==> config.mk <==
export PLATFORM = sky130hd
export DESIGN_NAME = lcd_pattern_gen
export DESIGN_NICKNAME = d
export VERILOG_FILES = /design/src/rtl/lcd_pkg.sv /design/src/rtl/lcd_pattern_gen_box_mover.sv /design/src/rtl/lcd_pattern_gen.sv
export SDC_FILE = /design/constraint.sdc
export NUM_CORES = 1
export LEC_CHECK = 0
export ABC_CLOCK_PERIOD_IN_PS = 2200
export BUFFER_PORTS_ARGS = -buffer_cell sky130_fd_sc_hd__buf_2
export CELL_PAD_IN_SITES_DETAIL_PLACEMENT = 1
export CELL_PAD_IN_SITES_GLOBAL_PLACEMENT = 1
export CORE_ASPECT_RATIO = 0.9
export CORE_MARGIN = 2
export CORE_UTILIZATION = 36
export DETAILED_ROUTE_END_ITERATION = 8
export PLACE_DENSITY_LB_ADDON = 0.1
export SKIP_CTS_REPAIR_TIMING = 1
export SYNTH_ARGS = -nofsm -noshare
export SYNTH_HDL_FRONTEND = slang
export SYNTH_SLANG_ARGS = --single-unit
==> constraint.sdc <==
create_clock -name clk -period 2.2 [get_ports clk]
set_input_delay 0.33 -clock clk [delete_from_list [all_inputs] [get_ports clk]]
set_output_delay 0.33 -clock clk [all_outputs]
set_load 0.005 [all_outputs]
==> src/rtl/lcd_pkg.sv <==
// Shared definitions for the LCD test-pattern generator: pattern modes and
// width-independent colour codes (one on/off flag per R, G, B channel).
package lcd_pkg;

    typedef enum logic [2:0] {
        MODE_BARS  = 3'd0,
        MODE_CHECK = 3'd1,
        MODE_RAMP  = 3'd2,
        MODE_BOX   = 3'd3
    } mode_e;

    // Colour codes {R,G,B}; each set bit expands to a full channel.
    localparam logic [2:0] WHITE   = 3'b111;
    localparam logic [2:0] YELLOW  = 3'b110;
    localparam logic [2:0] CYAN    = 3'b011;
    localparam logic [2:0] GREEN   = 3'b010;
    localparam logic [2:0] MAGENTA = 3'b101;
    localparam logic [2:0] RED     = 3'b100;
    localparam logic [2:0] BLUE    = 3'b001;
    localparam logic [2:0] BLACK   = 3'b000;

    // Colour of vertical bar number idx, left to right.
    function automatic logic [2:0] bar_color(input logic [2:0] idx);
        logic [2:0] c;
        case (idx)
            3'd0:    c = WHITE;
            3'd1:    c = YELLOW;
            3'd2:    c = CYAN;
            3'd3:    c = GREEN;
            3'd4:    c = MAGENTA;
            3'd5:    c = RED;
            3'd6:    c = BLUE;
            default: c = BLACK;
        endcase
        return c;
    endfunction

endpackage

==> src/rtl/lcd_pattern_gen_box_mover.sv <==
// Bouncing-box position state, advanced once per frame_start pulse.
module lcd_box_mover #(
    parameter int H_DISPLAY = 480,
    parameter int V_DISPLAY = 272,
    parameter int BOX_SIZE  = 32,
    parameter int X_W       = 11,
    parameter int Y_W       = 10
) (
    input  logic           clk,
    input  logic           rst_n,
    input  logic           step_i,
    output logic [X_W-1:0] bx_o,
    output logic [Y_W-1:0] by_o,
    output logic           dir_x_o,
    output logic           dir_y_o
);

    localparam logic [X_W-1:0] X_LIM = X_W'(H_DISPLAY - BOX_SIZE);
    localparam logic [Y_W-1:0] Y_LIM = Y_W'(V_DISPLAY - BOX_SIZE);

    logic [X_W-1:0] bx_q, bx_d;
    logic [Y_W-1:0] by_q, by_d;
    logic           dir_x_q, dir_x_d;   // 1 = moving +
    logic           dir_y_q, dir_y_d;

    // Next position: bounce at either edge by reversing and stepping back.
    always_comb begin
        bx_d    = bx_q;
        by_d    = by_q;
        dir_x_d = dir_x_q;
        dir_y_d = dir_y_q;
        if (dir_x_q) begin
            if (bx_q == X_LIM) begin
                dir_x_d = 1'b0;
                bx_d    = bx_q - X_W'(1);
            end else begin
                bx_d    = bx_q + X_W'(1);
            end
        end else begin
            if (bx_q == '0) begin
                dir_x_d = 1'b1;
                bx_d    = bx_q + X_W'(1);
            end else begin
                bx_d    = bx_q - X_W'(1);
            end
        end
        if (dir_y_q) begin
            if (by_q == Y_LIM) begin
                dir_y_d = 1'b0;
                by_d    = by_q - Y_W'(1);
            end else begin
                by_d    = by_q + Y_W'(1);
            end
        end else begin
            if (by_q == '0) begin
                dir_y_d = 1'b1;
                by_d    = by_q + Y_W'(1);
            end else begin
                by_d    = by_q - Y_W'(1);
            end
        end
    end

    // Position registers, updated only on a frame step.
    always_ff @(posedge clk or negedge rst_n) begin
        if (!rst_n) begin
            bx_q    <= '0;
            by_q    <= '0;
            dir_x_q <= 1'b1;
            dir_y_q <= 1'b1;
        end else if (step_i) begin
            bx_q    <= bx_d;
            by_q    <= by_d;
            dir_x_q <= dir_x_d;
            dir_y_q <= dir_y_d;
        end
    end

    assign bx_o    = bx_q;
    assign by_o    = by_q;
    assign dir_x_o = dir_x_q;
    assign dir_y_o = dir_y_q;

endmodule

==> src/rtl/lcd_pattern_gen.sv <==
// RGB test-pattern generator: classify the pixel in stage 1, colour it in
// stage 2. Mode and box position change only on frame_start.
module lcd_pattern_gen
    import lcd_pkg::*;
#(
    parameter int H_DISPLAY  = 480,
    parameter int V_DISPLAY  = 272,
    parameter int X_W        = 11,
    parameter int Y_W        = 10,
    parameter int COLOR_W    = 8,
    parameter int CHECK_LOG2 = 4,
    parameter int BOX_SIZE   = 32
) (
    input  logic                   clk,
    input  logic                   rst_n,
    input  logic [X_W-1:0]         pixel_x,
    input  logic [Y_W-1:0]         pixel_y,
    input  logic                   de_in,
    input  logic                   frame_start,
    input  logic [2:0]             mode_sel,
    output logic [3*COLOR_W-1:0]   rgb_data,
    output logic                   de_out,
    output logic [2:0]             mode_act
);

    localparam int BAR_W = H_DISPLAY / 8;

    function automatic logic [3*COLOR_W-1:0] expand(input logic [2:0] code);
        return {{COLOR_W{code[2]}}, {COLOR_W{code[1]}}, {COLOR_W{code[0]}}};
    endfunction

    logic [2:0]     mode_q;
    logic [X_W-1:0] bx_s;
    logic [Y_W-1:0] by_s;
    logic           dir_x_s, dir_y_s;

    // stage 1
    logic           de1_q, in_range_q, checker_q, in_box_q;
    logic [2:0]     mode1_q, bar_code_q, bar_code_d;
    logic [7:0]     ramp_q;
    logic           in_range_d, in_box_d;
    // stage 2
    logic [3*COLOR_W-1:0] rgb_q, rgb_d;
    logic                 de2_q;
    logic [COLOR_W-1:0]   ramp_c;

    lcd_box_mover #(
        .H_DISPLAY (H_DISPLAY),
        .V_DISPLAY (V_DISPLAY),
        .BOX_SIZE  (BOX_SIZE),
        .X_W       (X_W),
        .Y_W       (Y_W)
    ) u_box (
        .clk     (clk),
        .rst_n   (rst_n),
        .step_i  (frame_start),
        .bx_o    (bx_s),
        .by_o    (by_s),
        .dir_x_o (dir_x_s),
        .dir_y_o (dir_y_s)
    );

    // Latch the requested mode only at frame boundaries.
    always_ff @(posedge clk or negedge rst_n) begin
        if (!rst_n) begin
            mode_q <= 3'd0;
        end else if (frame_start) begin
            mode_q <= mode_sel;
        end
    end

    // Stage-1 classification: bar colour, range and box membership.
    always_comb begin
        bar_code_d = BLACK;
        for (int i = 0; i < 8; i++) begin
            if ((pixel_x >= X_W'(i * BAR_W)) && (pixel_x < X_W'((i + 1) * BAR_W))) begin
                bar_code_d = bar_color(3'(i));
            end else begin
                bar_code_d = bar_code_d;
            end
        end
        in_range_d = (pixel_x < X_W'(H_DISPLAY)) && (pixel_y < Y_W'(V_DISPLAY));
        in_box_d   = ({1'b0, pixel_x} >= {1'b0, bx_s})
                  && ({1'b0, pixel_x} <  ({1'b0, bx_s} + (X_W+1)'(BOX_SIZE)))
                  && ({1'b0, pixel_y} >= {1'b0, by_s})
                  && ({1'b0, pixel_y} <  ({1'b0, by_s} + (Y_W+1)'(BOX_SIZE)));
    end

    // Stage-1 pipeline registers.
    always_ff @(posedge clk or negedge rst_n) begin
        if (!rst_n) begin
            de1_q      <= 1'b0;
            in_range_q <= 1'b0;
            checker_q  <= 1'b0;
            in_box_q   <= 1'b0;
            mode1_q    <= 3'd0;
            bar_code_q <= 3'd0;
            ramp_q     <= 8'd0;
        end else begin
            de1_q      <= de_in;
            in_range_q <= in_range_d;
            checker_q  <= pixel_x[CHECK_LOG2] ^ pixel_y[CHECK_LOG2];
            in_box_q   <= in_box_d;
            mode1_q    <= mode_q;
            bar_code_q <= bar_code_d;
            ramp_q     <= pixel_x[7:0];
        end
    end

    // Ramp byte left-aligned into the channel width.
    if (COLOR_W >= 8) begin : g_ramp_wide
        assign ramp_c = COLOR_W'(ramp_q) << (COLOR_W - 8);
    end else begin : g_ramp_narrow
        assign ramp_c = ramp_q[7 -: COLOR_W];
    end

    // Stage-2 colour selection with blanking outside active video.
    always_comb begin
        rgb_d = '0;
        if (de1_q && in_range_q) begin
            case (mode1_q)
                MODE_BARS:  rgb_d = expand(bar_code_q);
                MODE_CHECK: rgb_d = checker_q ? expand(BLACK) : expand(WHITE);
                MODE_RAMP:  rgb_d = {ramp_c, ramp_c, ramp_c};
                MODE_BOX:   rgb_d = in_box_q ? expand(WHITE) : expand(BLUE);
                default:    rgb_d = expand(BLACK);
            endcase
        end else begin
            rgb_d = '0;
        end
    end

    // Stage-2 output registers.
    always_ff @(posedge clk or negedge rst_n) begin
        if (!rst_n) begin
            rgb_q <= '0;
            de2_q <= 1'b0;
        end else begin
            rgb_q <= rgb_d;
            de2_q <= de1_q;
        end
    end

    assign rgb_data = rgb_q;
    assign de_out   = de2_q;
    assign mode_act = mode_q;

endmodule

After elaboration in Yosys (flattened, before gate mapping):

Index checks and enable logic that the tools add are counted.

* bits of input ports: 28
* register bits: 69
* word-level logic and storage cells: 87
* output and inout port bits: 28

* bitwise logic cells: 1
* reduce and logical (&&, ||, !) cells: 16
* $add $sub $neg: 6
* multiplexer cells: 24
* order comparisons: 21
* equality and inequality tests: 5

Operator list (count)
* $pmux W24 S4: 1
* $mux W24: 3
* $lt A11 B9 Y1 const B: 4
* $ge A11 B9 Y1 const B: 3
* $mux W11: 3
* $mux W10: 3
* $mux W3: 8
* $ge A11 B8 Y1 const B: 2
* $lt A11 B8 Y1 const B: 2
* $logic_and A1 B1 Y1: 13
* $add A11 B6 Y12 const B: 1
* $lt A11 B12 Y1: 1
* $add A10 B6 Y11 const B: 1
* $add A11 B1 Y11 const B: 1
* $eq A11 B9 Y1 const B: 1
* $ge A11 B1 Y1 const B: 1
* $ge A11 B11 Y1: 1
* $ge A11 B6 Y1 const B: 1
* $ge A11 B7 Y1 const B: 1
* $logic_not A11 Y1: 1
* $lt A10 B11 Y1: 1
* $lt A11 B6 Y1 const B: 1
* $lt A11 B7 Y1 const B: 1
* $sub A11 B1 Y11 const B: 1
* 11 further kinds: 17

Depth between registers and ports, before layout:

* depth in word-level cells: 10
* depth in mapped cells: 9
* gate-level depth less buffers: 9

Cells and area by module:

A second synthesis with hierarchy kept.

* cells, all modules: 443
* area, all modules: 4274.1 um^2

By module, submodules not included
* lcd_pattern_gen: seq. area each 1151.1 um^2, cells each 257, times used 1, area each 2602.5 um^2
* lcd_box_mover: seq. area each 578.1 um^2, cells each 186, times used 1, area each 1671.6 um^2

Worst setup path after synthesis:

No wires, ideal clock.

* path kind: reg-to-reg
* start point: register u_box.by_q[0], in the netlist u_box.by_o[0]
* end point: register u_box.by_q[2], in the netlist u_box.by_o[2]
* library setup time: 120 ps
* cell stages (with the launch flop): 8
* slack: 182 ps
* arrival: 1899 ps
* required time: 2080 ps
* clock period less this slack: 2018 ps
* path buffers: 0
* cell sequence: dfrtp_1 -> inv_1 -> ha_1 -> nor3b_4 -> a41oi_4 -> a31oi_2 -> mux2_1 -> a31o_1

* word-level cells in the longest chain between the ends: 3
* elaborated cells between the ends (all ways): 7
* those cells by class: add/sub: 2; eq/ne: 1; mux: 3; reduce/logical: 1

RTL lines
* from (decl): line lcd_pattern_gen_box_mover.sv:22 `logic [Y_W-1:0] by_q, by_d;`
* from (signal assigned): line lcd_pattern_gen_box_mover.sv:73 `by_q <= by_d;`
* $sub A10 B1 Y10 (tied with other cells): line lcd_pattern_gen_box_mover.sv:50, lcd_pattern_gen_box_mover.sv:59
* $mux W10 (on tied branches): line lcd_pattern_gen_box_mover.sv:55, lcd_pattern_gen_box_mover.sv:48
* $mux W10 (*): line lcd_pattern_gen_box_mover.sv:47 `if (dir_y_q) begin`

Mark *: on every way between the ends. The rest lies on a longest branch, timed or not.
A chain may end at the register's enable or synchronous reset.

Final worst setup path:

* start point: register u_box.by_q[6], in the netlist u_box.by_o[6]
* end point: register in_box_q

* word-level cells in the longest chain between the ends: 3
* elaborated cells between the ends (all ways): 5
* those cells by class: add/sub: 1; order compare: 2; reduce/logical: 2

RTL lines
* $add A10 B6 Y11 / $ge A10 B10 Y1 (equally long branches): line lcd_pattern_gen.sv:86, lcd_pattern_gen.sv:85
* $lt A10 B11 Y1 / $logic_and A1 B1 Y1 (equally long branches): line lcd_pattern_gen.sv:86, lcd_pattern_gen.sv:85
* $logic_and A1 B1 Y1 (*): line lcd_pattern_gen.sv:86 `&& ({1'b0, pixel_y} < ({1'b0, by_s} + (Y_W+1)'(BOX_SIZE)));`
* named net in_box_d: line lcd_pattern_gen.sv:41 `logic in_range_d, in_box_d;`
* to (signal assigned): line lcd_pattern_gen.sv:103 `in_box_q <= in_box_d;`
* to (decl): line lcd_pattern_gen.sv:38 `logic de1_q, in_range_q, checker_q, in_box_q;`

The timed path passes the listed nets; every way through them passes the cells marked *.

==> metrics.txt <==
Rows=36; Congestion Overflow GR=0; vias in the first global route=3461; internal power=3580 µW; Slew Viols, Final=0; Period Utilization, post-route=0.943; Hold Slack=0.0130 ns; Yosys reg bits=69; placed cells=618; sequential fraction of the synthesis area=0.432; PD cells=1120 nW/µm²; final setup fails=0; Initial Utilization=0.369; fin nets=550; Chip Width=115 µm; non-filler instance count after layout=638; largest net degree at the start of global routing=70; worst-skew pair later-pin latency=0.33 ns; element type at the critical path end=flop; Comb power frac=0.409; Fmax=482 MHz; Slew headroom=0.548; crit path kind=flop to flop; chip height=104 µm; clock buffer depth=2; Critical Path AT=2.32 ns; clock power share=0.287; crit-path max FO=3; Min-Delay Path Class=input port to asynchronous set/reset pin; vias per cell=5.12; first-pass GRT wire length=17.6 mm; GRT Total Usage=0.186; CTS tree=done; area of the multi-input gates=2140 µm²; initial antenna violation count=0; DPL Wire Length=7.87 mm; Sw Pwr=2050 µW; worst clock skew=0.00304 ns; fill count=1222; CTS H-Tree Depth=3; synthesized instance count=395; Worst-path clk slew=0.06 ns; status=finished, final reports clean; gp weighted congestion=0.781; Final Hold Vio Count=0; 1st-iter DRT viols=181; post-DR wirelength/cell=16.3 µm; share of cells above drive strength 1=0.243; area grow syn2layout=25.0%; port bufs=55; final wirelength=10.4 mm; post-synth net total=464; syn_area_per_cell=10.1 µm²; total number of vias=3268; Top FF cell, synth=dfrtp_1; Sum Neg Setup Slack=0 ns; Antenna diodes=0; I/O pin total=56; die area=12000 µm²; FF/Latch Area=1730 µm²; CTS sink cnt=69; synth warn=0; DR DRC count=0; CORE AREA=10900 µm²; Critical Path RT=2.44 ns; sw frac=0.365; synthesized area=4010 µm²; total power=5630 µW; TritonRoute pass-1 iters=4; asr flop ratio synth=1.00; Worst-Margin Slew=0.677 ns; Tmin final=2.07 ns; Final ANT Viol Nets=0; root buf cell=clkbuf_16; number of flops mapped to enable cells by yosys=0; Leak=0.00236 µW; CTS buffer count=9; Yosys cell types=57; Worst setup SP type=flop; VDD IR max=0.598 mV; max_cap viols=0; sequential share of power=0.304
routing by layer:
| layer | part of all wire | GRT usage | up-vias |
|---|---|---|---|
| met5 | 0 | 0 | - |
| li1 | - | - | 1594 |
| met1 | 0.48 | 0.245 | 1606 |
| met4 | 0.011 | 0.0499 | 0 |
| met2 | 0.48 | 0.310 | 58 |
| met3 | 0.029 | 0.0367 | 10 |
state kept, by name, summed over array words and instances, names as in the netlist, 3 cells and up:
name	count
rgb_data	24
u_box.bx_o	11
u_box.by_o	10
ramp_c	8
bar_code_q	3
mode1_q	3
mode_act	3
worst max-delay path, stage by stage (launching register included):
cell and delay, ns:
dfrtp_1 0.36, inv_1 0.10, ha_1 0.28, inv_1 0.04
ha_1 0.29, and3_1 0.19, a221oi_2 0.27, a21o_1 0.17
o2111ai_2 0.10, a211oi_1 0.18
worst paths after layout:
check,from,endpoint,cells past startpoint,slack [ns]
setup / recovery,u_box.by_o[6],in_box_q,9,0.13
hold / removal,rst_n,ramp_c[6],2,0.01
setup reg to reg,u_box.by_o[6],in_box_q,9,0.13
hold reg to reg,de1_q,de_out,0,0.38
max in group asynchronous,rst_n,u_box.dir_y_o,2,1.85
min in group clk,de_in,de1_q,1,0.11
cell usage in the layout (no fill, tap or decap), drive strengths merged, types with 6 or more instances in the layout:
cell type  count
nor4           6
nand2         26
nand4          9
and3           8
a21o           9
nor2          14
clkbuf        10
xnor2         25
a21oi         39
o21ai         17
nor3          11
inv           33
ha            41
buf           83
nand3         12
dfrtp         67
nor2b          6
power groups by stage:
stage	clock [µW]	combinational [µW]	sequential, µW
floorplan	0	1440	1760
global placement	0	2200	1720
detailed placement	0	2250	1730
CTS	1650	2280	1720
global route	1700	2610	1750
finish	1620	2300	1710
cell usage after synthesis, drive strengths merged (6+ instances only):
| master | instances | area, µm² |
|---|---|---|
| dfrtp | 67 | 1680 |
| ha | 41 | 513 |
| a21oi | 39 | 199 |
| inv | 31 | 116 |
| nand2 | 26 | 97.6 |
| xnor2 | 25 | 219 |
| o21ai | 17 | 85.1 |
| nor2 | 14 | 52.6 |
| nand3 | 12 | 60.1 |
| nor3 | 11 | 55.1 |
| a21o | 9 | 67.6 |
| nand4 | 9 | 56.3 |
| and3 | 8 | 50.1 |
| nor2b | 6 | 37.5 |
| nor4 | 6 | 52.6 |
layout make-up:
type	count	share of cell area
clock buffer	10	0.0477
multi-input combinational	287	0.428
sequential	69	0.345
clock inverter	6	0.0187
inverter	31	0.0232
timing repair buffer	83	0.0994
tap	152	0.0380
metrics by stage:
stage	area, µm²	utilization	setup slack, ns
floorplan	4010	-	0.182
global placement	4620	0.425	0.0765
detailed placement	4620	0.425	0.0682
CTS	4950	0.456	0.000227
global route	5010	0.461	-0.0128
finish	5010	0.461	0.126
kinds of logic (layout without fill, tap and decap cells):
logic type | count (synthesis) | in the layout | share of synthesized area
adder cells (fa/ha/maj) | 41 | 41 | 0.128
AO/OA/AOI/OAI | 102 | 102 | 0.171
AND/OR/NAND/NOR | 109 | 109 | 0.148
XOR/XNOR | 28 | 28 | 0.0612
buffers and inverters | 39 | 130 | 0.0406
flip-flops | 69 | 69 | 0.432
multiplexers | 7 | 7 | 0.0190
Note: power is estimated with default switching activity, not from simulation.
